$ cat src/rtl/ov7670_cam_gen_pkg.sv
// Shared types and constants for the OV7670 camera emulator.
// Holds the FSM encoding and the eight RGB565 colour-bar values.
package ov7670_cam_gen_pkg;

  typedef enum logic [2:0] {
    StIdle,
    StVsync,
    StVback,
    StActive,
    StVfront
  } cam_state_e;

  localparam logic [15:0] BarWhite   = 16'hFFFF;
  localparam logic [15:0] BarYellow  = 16'hFFE0;
  localparam logic [15:0] BarCyan    = 16'h07FF;
  localparam logic [15:0] BarGreen   = 16'h07E0;
  localparam logic [15:0] BarMagenta = 16'hF81F;
  localparam logic [15:0] BarRed     = 16'hF800;
  localparam logic [15:0] BarBlue    = 16'h001F;
  localparam logic [15:0] BarBlack   = 16'h0000;

  function automatic logic [15:0] bar_rgb(input logic [2:0] idx);
    logic [15:0] rgb;
    unique case (idx)
      3'd0: rgb = BarWhite;
      3'd1: rgb = BarYellow;
      3'd2: rgb = BarCyan;
      3'd3: rgb = BarGreen;
      3'd4: rgb = BarMagenta;
      3'd5: rgb = BarRed;
      3'd6: rgb = BarBlue;
      3'd7: rgb = BarBlack;
    endcase
    return rgb;
  endfunction

  // Counter width for values 0..n-1, never narrower than one bit.
  function automatic int unsigned cnt_width(input int unsigned n);
    return (n > 1) ? $clog2(n) : 1;
  endfunction

endpackage

$ cat src/rtl/ov7670_cam_gen_if.sv
// Camera-side bus: frame/line syncs, pixel byte and frame-done pulse.
// master = emulated sensor, slave = capture path.
interface ov7670_cam_gen_if;
  logic       enable;
  logic       vsync;
  logic       href;
  logic [7:0] px_data;
  logic       frame_done;

  modport master (input enable, output vsync, href, px_data, frame_done);
  modport slave  (output enable, input vsync, href, px_data, frame_done);
endinterface

$ cat src/rtl/ov7670_pattern_gen.sv
// Maps next-cycle (x, line, byte_sel) to a pixel byte.
// OV7670_CAM_GEN_COLORBAR_EN selects colour bars; otherwise an address ramp.
module ov7670_pattern_gen
  import ov7670_cam_gen_pkg::*;
#(
  parameter int unsigned BAR_W = 20
) (
  input  logic       pclk,
  input  logic       async_reset,
  input  logic [7:0] i_x,
  input  logic [7:0] i_line,
  input  logic       i_byte_sel,
  input  logic       i_line_start,
  input  logic       i_px_adv,
  output logic [7:0] o_byte
);

`ifdef OV7670_CAM_GEN_COLORBAR_EN
  localparam int unsigned BW = cnt_width(BAR_W);
  localparam logic [BW-1:0] BarLast = BW'(BAR_W - 1);

  logic [BW-1:0] r_bar_cnt, w_bar_cnt_d;
  logic [2:0]    r_bar_idx, w_bar_idx_d;
  logic [15:0]   w_rgb;
  logic          w_unused;

  assign w_unused = ^{i_x, i_line};

  always_comb begin
    w_bar_cnt_d = r_bar_cnt;
    w_bar_idx_d = r_bar_idx;
    if (i_line_start) begin
      w_bar_cnt_d = '0;
      w_bar_idx_d = '0;
    end else if (i_px_adv) begin
      if (r_bar_cnt == BarLast) begin
        w_bar_cnt_d = '0;
        w_bar_idx_d = r_bar_idx + 3'd1;
      end else begin
        w_bar_cnt_d = r_bar_cnt + BW'(1);
      end
    end
  end

  always_ff @(negedge pclk or posedge async_reset) begin
    if (async_reset) begin
      r_bar_cnt <= '0;
      r_bar_idx <= '0;
    end else begin
      r_bar_cnt <= w_bar_cnt_d;
      r_bar_idx <= w_bar_idx_d;
    end
  end

  assign w_rgb  = bar_rgb(w_bar_idx_d);
  assign o_byte = i_byte_sel ? w_rgb[7:0] : w_rgb[15:8];
`else
  logic w_unused;

  assign w_unused = ^{pclk, async_reset, i_line_start, i_px_adv};
  assign o_byte   = i_byte_sel ? i_x : i_line;
`endif

endmodule

$ cat src/rtl/ov7670_cam_gen.sv
// OV7670 sensor emulator: frame/line timing FSM driving vsync/href/px_data on falling pclk.
// Pattern selected by OV7670_CAM_GEN_COLORBAR_EN (colour bars) or its absence (ramp).
module ov7670_cam_gen
  import ov7670_cam_gen_pkg::*;
#(
  parameter int unsigned H_ACTIVE      = 160,
  parameter int unsigned V_ACTIVE      = 120,
  parameter int unsigned H_BLANK       = 144,
  parameter int unsigned VSYNC_LINES   = 3,
  parameter int unsigned V_BACK_LINES  = 17,
  parameter int unsigned V_FRONT_LINES = 10,
  parameter int unsigned BAR_W         = 20
) (
  input logic              pclk,
  input logic              async_reset,
  ov7670_cam_gen_if.master cam
);

  localparam int unsigned LINE_LEN = 2 * H_ACTIVE + H_BLANK;
  localparam int unsigned M1 = (V_ACTIVE > VSYNC_LINES) ? V_ACTIVE : VSYNC_LINES;
  localparam int unsigned M2 = (V_BACK_LINES > V_FRONT_LINES) ? V_BACK_LINES : V_FRONT_LINES;
  localparam int unsigned CW = cnt_width(LINE_LEN);
  localparam int unsigned LW = cnt_width((M1 > M2) ? M1 : M2);
  localparam int unsigned XW = cnt_width(H_ACTIVE);

  localparam logic [CW-1:0] CycLast   = CW'(LINE_LEN - 1);
  localparam logic [CW:0]   HrefLen   = (CW + 1)'(2 * H_ACTIVE);
  localparam logic [LW-1:0] VsyncLast = LW'(VSYNC_LINES - 1);
  localparam logic [LW-1:0] VbackLast = LW'(V_BACK_LINES - 1);
  localparam logic [LW-1:0] ActLast   = LW'(V_ACTIVE - 1);
  localparam logic [LW-1:0] VfrntLast = LW'(V_FRONT_LINES - 1);

  cam_state_e    r_state, w_state_d;
  logic [CW-1:0] r_cyc, w_cyc_d;
  logic [LW-1:0] r_line, w_line_d;
  logic [XW-1:0] r_x, w_x_d;
  logic          r_sel, w_sel_d;
  logic          r_vsync, r_href, r_frame_done;
  logic [7:0]    r_px_data;
  logic          w_href_d, w_line_end, w_px_adv, w_line_start;
  logic [7:0]    w_byte;

  assign w_line_end = (r_cyc == CycLast);

  always_comb begin
    w_state_d = r_state;
    w_cyc_d   = r_cyc;
    w_line_d  = r_line;
    if (r_state != StIdle) begin
      w_cyc_d = w_line_end ? '0 : r_cyc + CW'(1);
      if (w_line_end) w_line_d = r_line + LW'(1);
    end
    // Every phase change lands on a line boundary, so cyc_d is already 0 there.
    unique case (r_state)
      StIdle: begin
        if (cam.enable) w_state_d = StVsync;
      end
      StVsync: begin
        if (w_line_end && r_line == VsyncLast) begin
          w_state_d = StVback;
          w_line_d  = '0;
        end
      end
      StVback: begin
        if (w_line_end && r_line == VbackLast) begin
          w_state_d = StActive;
          w_line_d  = '0;
        end
      end
      StActive: begin
        if (w_line_end && r_line == ActLast) begin
          w_state_d = StVfront;
          w_line_d  = '0;
        end
      end
      StVfront: begin
        if (w_line_end && r_line == VfrntLast) begin
          w_state_d = cam.enable ? StVsync : StIdle;
          w_line_d  = '0;
        end
      end
      default: w_state_d = StIdle;
    endcase
  end

  always_comb begin
    w_href_d     = (w_state_d == StActive) && ({1'b0, w_cyc_d} < HrefLen);
    w_line_start = w_href_d && !r_href;
    w_px_adv     = w_href_d && r_href && r_sel;
    w_sel_d      = w_href_d && r_href && !r_sel;
    w_x_d        = '0;
    if (w_href_d) w_x_d = w_px_adv ? r_x + XW'(1) : r_x;
  end

  ov7670_pattern_gen #(
    .BAR_W (BAR_W)
  ) u_pattern (
    .pclk         (pclk),
    .async_reset  (async_reset),
    .i_x          (8'(w_x_d)),
    .i_line       (8'(w_line_d)),
    .i_byte_sel   (w_sel_d),
    .i_line_start (w_line_start),
    .i_px_adv     (w_px_adv),
    .o_byte       (w_byte)
  );

  always_ff @(negedge pclk or posedge async_reset) begin
    if (async_reset) begin
      r_state      <= StIdle;
      r_cyc        <= '0;
      r_line       <= '0;
      r_x          <= '0;
      r_sel        <= 1'b0;
      r_vsync      <= 1'b0;
      r_href       <= 1'b0;
      r_px_data    <= 8'h00;
      r_frame_done <= 1'b0;
    end else begin
      r_state      <= w_state_d;
      r_cyc        <= w_cyc_d;
      r_line       <= w_line_d;
      r_x          <= w_x_d;
      r_sel        <= w_sel_d;
      r_vsync      <= (w_state_d == StVsync);
      r_href       <= w_href_d;
      r_px_data    <= w_href_d ? w_byte : 8'h00;
      r_frame_done <= (w_state_d == StVfront) && (r_state != StVfront);
    end
  end

  assign cam.vsync      = r_vsync;
  assign cam.href       = r_href;
  assign cam.px_data    = r_px_data;
  assign cam.frame_done = r_frame_done;

endmodule
$ cat src/flat_wrapper.sv
// flat-port wrapper written by rule: the top's interface ports become plain ports
module ov7670_cam_gen_flat import ov7670_cam_gen_pkg::*;
#(
  parameter int unsigned H_ACTIVE      = 160,
  parameter int unsigned V_ACTIVE      = 120,
  parameter int unsigned H_BLANK       = 144,
  parameter int unsigned VSYNC_LINES   = 3,
  parameter int unsigned V_BACK_LINES  = 17,
  parameter int unsigned V_FRONT_LINES = 10,
  parameter int unsigned BAR_W         = 20
)
  (pclk, async_reset, cam_enable, cam_vsync, cam_href, cam_px_data, cam_frame_done);
  ov7670_cam_gen_if cam_i ();
  input logic pclk;
  input logic async_reset;
  input wire logic [$bits(cam_i.enable)-1:0] cam_enable;
  output wire logic [$bits(cam_i.vsync)-1:0] cam_vsync;
  output wire logic [$bits(cam_i.href)-1:0] cam_href;
  output wire logic [$bits(cam_i.px_data)-1:0] cam_px_data;
  output wire logic [$bits(cam_i.frame_done)-1:0] cam_frame_done;
  assign cam_i.enable = cam_enable;
  assign cam_vsync = cam_i.vsync;
  assign cam_href = cam_i.href;
  assign cam_px_data = cam_i.px_data;
  assign cam_frame_done = cam_i.frame_done;
  ov7670_cam_gen #(.H_ACTIVE(H_ACTIVE), .V_ACTIVE(V_ACTIVE), .H_BLANK(H_BLANK), .VSYNC_LINES(VSYNC_LINES), .V_BACK_LINES(V_BACK_LINES), .V_FRONT_LINES(V_FRONT_LINES), .BAR_W(BAR_W)) u_core (.pclk(pclk), .async_reset(async_reset), .cam(cam_i));
endmodule
$ cat config.mk
export PLATFORM = sky130hd
export DESIGN_NAME = ov7670_cam_gen_flat
export DESIGN_NICKNAME = d
export VERILOG_FILES = /design/src/rtl/ov7670_cam_gen_pkg.sv /design/src/rtl/ov7670_cam_gen_if.sv /design/src/rtl/ov7670_pattern_gen.sv /design/src/rtl/ov7670_cam_gen.sv /design/src/flat_wrapper.sv
export SDC_FILE = /design/constraint.sdc
export NUM_CORES = 1
export LEC_CHECK = 0
export CORE_MARGIN = 2
export CORE_UTILIZATION = 55
export CTS_BUF_LIST = sky130_fd_sc_hd__clkbuf_8
export CTS_CLUSTER_SIZE = 14
export DETAILED_ROUTE_END_ITERATION = 8
export PLACE_DENSITY = 0.75
export SYNTH_ARGS = -nofsm -noshare
export SYNTH_HDL_FRONTEND = slang
export SYNTH_SLANG_ARGS = --single-unit
$ cat constraint.sdc
create_clock -name pclk -period 6.6 [get_ports pclk]
set_clock_uncertainty 0.1 [all_clocks]
set_input_delay 1.98 -clock pclk [delete_from_list [all_inputs] [get_ports pclk]]
set_output_delay 1.98 -clock pclk [all_outputs]
set_load 0.1 [all_outputs]
==> results.toml <==
[flow_run]
cap_violations = 0

[synthesis]
synth_top_area_share = 0.459
synth_cell_types = 47
synth_seq_cells = 39
async_reset_ff_frac = 1.00
synthTopCellsByArea = "dfrtn_1, nor2_4, xor2_1"
yosysWarnings = 0
synth_most_common_cell = "dfrtn_1"
synth_area_um2 = 2120
ys.flop_type = "dfrtn_1"
synth_edf_count = 0
yosys.area.top_type = "dfrtn_1"
ys_seq_area_frac = 0.459
syn_nets = 215
ys_top_cells_by_count = "dfrtn_1, nand2_1, nor2_1"
syn_inst = 206
synth.avg_cell_area_um2 = 10.3

[power_and_ir_drop]
powerDensity_nw_per_um2 = 165
leakage_nw = 1.11
finalPower_mw = 0.422
ir_drop_v = 0.000131

[timing]
rsz0062_at_grt = "no"
slew_violations = 0
slew-limit-headroom = 0.505
fin_ws_ns = 0.247
hold_violations = 0
finalSetupViolCount = 0
worstMarginPinSlew_ns = 0.737

[detailed_routing]
via_per_inst = 5.90
postRouteAntennaNets = 0
wl_per_cell_um = 15.6
drtIter0Drc = 199
dr.pass1.iters = 4
wl_mm = 4.17
drc_errors = 0
vias = 1576

[placed_design]
io_buffers = 13
dp_slack_ns = -0.292
hpwl_mm = 2.89
gp_congestion = 0.860
dp.cells = 257

[floorplanning]
initial_core_util = 0.576
core-area_um2 = 3690
die_area_um2 = 4380
die_x_um = 66.2
die_height_um = 66.2
std_cell_rows = 22
io_pins = 14

[critical_path]
path_delay_family = "flip-flops"
r2r-start = "u_core.r_line[2]$_DFF_NP0_"
startpoint_type = "register"
crit_type = "register to output pin"
crit_slowest_cell = "dfrtn_1"
startpoint = "u_core.cam.href$_DFF_NP0_"
slowest_delay_ns = 0.48
crit_required_ns = 4.52
crit_path_end_kind = "output pin"
worstPathCellList = "buf_12"
cp.buffers_inverters = 1
arrival_ns = 4.27
crit_fanout = 4

[global_route]
grt_max_degree = 40
grt_pass1_wl_mm = 7.00
grt-ovfl-total = 0
antenna_found_initial = 0
grt_usage = 0.214
grt_pass1_vias = 1537

[clock_network]
clock_latency_ns = 0.29
cts_tree = "built"
cts_sinks = 39
post_cts_buffers = 0
clk_pin_slew_ns = 0.05
htreeDepth = 2
cts_buffer_depth = 2
post_cts_resized = 0
hold_buffers = 0
cts_buffers = 5
cts_root_buffer = "clkbuf_8"

[cells_and_area]
layout-drive-gt1-share = 0.187
fin_cells = 267
syn_to_final_growth_pct = 20.4
final_nets = 227
diodes = 0

[worst_hold_path]
hold_start = "u_core.r_cyc[1]$_DFFE_NP0N_"
hold_path_class = "register to register"

[status]
status = "complete, no violations"
path summary, 6_finish.rpt:
check | endpoint | slack (ns) | cells after the start
worst max-delay path | cam_href | 0.25 | 1
worst min-delay path | u_core.r_cyc[1]$_DFFE_NP0N_ | 0.40 | 2
worst max register to register | u_core.cam.px_data[6]$_DFF_NP0_ | 3.75 | 6
worst min register to register | u_core.r_cyc[1]$_DFFE_NP0N_ | 0.40 | 2
max in group asynchronous | u_core.r_x[7]$_DFF_NP0_ | 1.06 | 3
min in group asynchronous | u_core.cam.vsync$_DFF_NP0_ | 5.13 | 3
kinds of logic (layout without fill, tap and decap cells):
| family | count (synthesis) | count (layout) | synth area share |
|---|---|---|---|
| AOI/OAI and AO/OA | 29 | 29 | 0.0948 |
| xor gates and xnor gates | 16 | 16 | 0.0660 |
| adders and majority gates | 6 | 6 | 0.0353 |
| buffers and inverters | 18 | 31 | 0.0483 |
| DFF | 39 | 39 | 0.459 |
| muxes | 2 | 2 | 0.00942 |
| and+or+nand+nor | 96 | 96 | 0.287 |
power by group:
| part | total, mW | internal, mW | switching [mW] |
|---|---|---|---|
| sequential | 0.240 | 0.240 | 0 |
| combinational | 0.00686 | 0.00220 | 0.00466 |
| clock | 0.175 | 0.0938 | 0.0808 |
final cells by class:
class | instances | area (µm²)
clock buffers | 7 | 96.3
inverters | 6 | 22.5
repair buffers | 17 | 333
flip-flops and latches | 39 | 976
fillers | 266 | 1130
multi-input cells | 149 | 1070
well taps | 48 | 60.1
clock inverters | 1 | 3.75
cells in the final DEF (no fill, tap or decap), types with 9 or more instances in the layout:
master | synthesis | final
dfrtn_1 | 39 | 39
xor2_1 | 11 | 11
nand2_1 | 19 | 19
nor2_1 | 15 | 15
nor2_4 | 9 | 9
nand4_1 | 10 | 10
buf_12 | 1 | 13
layer usage:
layer / routed length [µm] / global-route usage
met5: 0 / 0
met4: 64 / 0.0867
met3: 205 / 0.0579
met2: 2070 / 0.343
met1: 1820 / 0.275
worst register-to-register path, stage by stage (launching register included):
cell and delay, ns:
dfrtn_1 0.44, nor4_1 0.62, nand4_1 0.33, o31ai_1 0.47
o211a_1 0.42, o21ai_0 0.14, nor3b_2 0.17
sequential cells by signal, indices dropped and copies added, names as in the netlist:
| name | flops |
|---|---|
| u_core.r_cyc | 9 |
| u_core.cam.px_data | 8 |
| u_core.r_x | 8 |
| u_core.r_line | 7 |
| u_core.r_state | 3 |
| u_core.cam.frame_done | 1 |
| u_core.cam.href | 1 |
| u_core.cam.vsync | 1 |
| u_core.r_sel | 1 |
through the flow:
| stage | utilization | cell area, µm² | hold slack [ns] | setup TNS, ns |
|---|---|---|---|---|
| detailed placement | 0.647 | 2380 | 0.387 | -3.78 |
| CTS | 0.674 | 2480 | 0.388 | 0 |
| floorplan | - | 2120 | 0.338 | 0 |
| global placement | 0.647 | 2380 | 0.370 | -3.48 |
| finish | 0.694 | 2560 | 0.397 | 0 |
| global route | 0.694 | 2560 | 0.429 | 0 |
(Power assumes the default switching activity.)
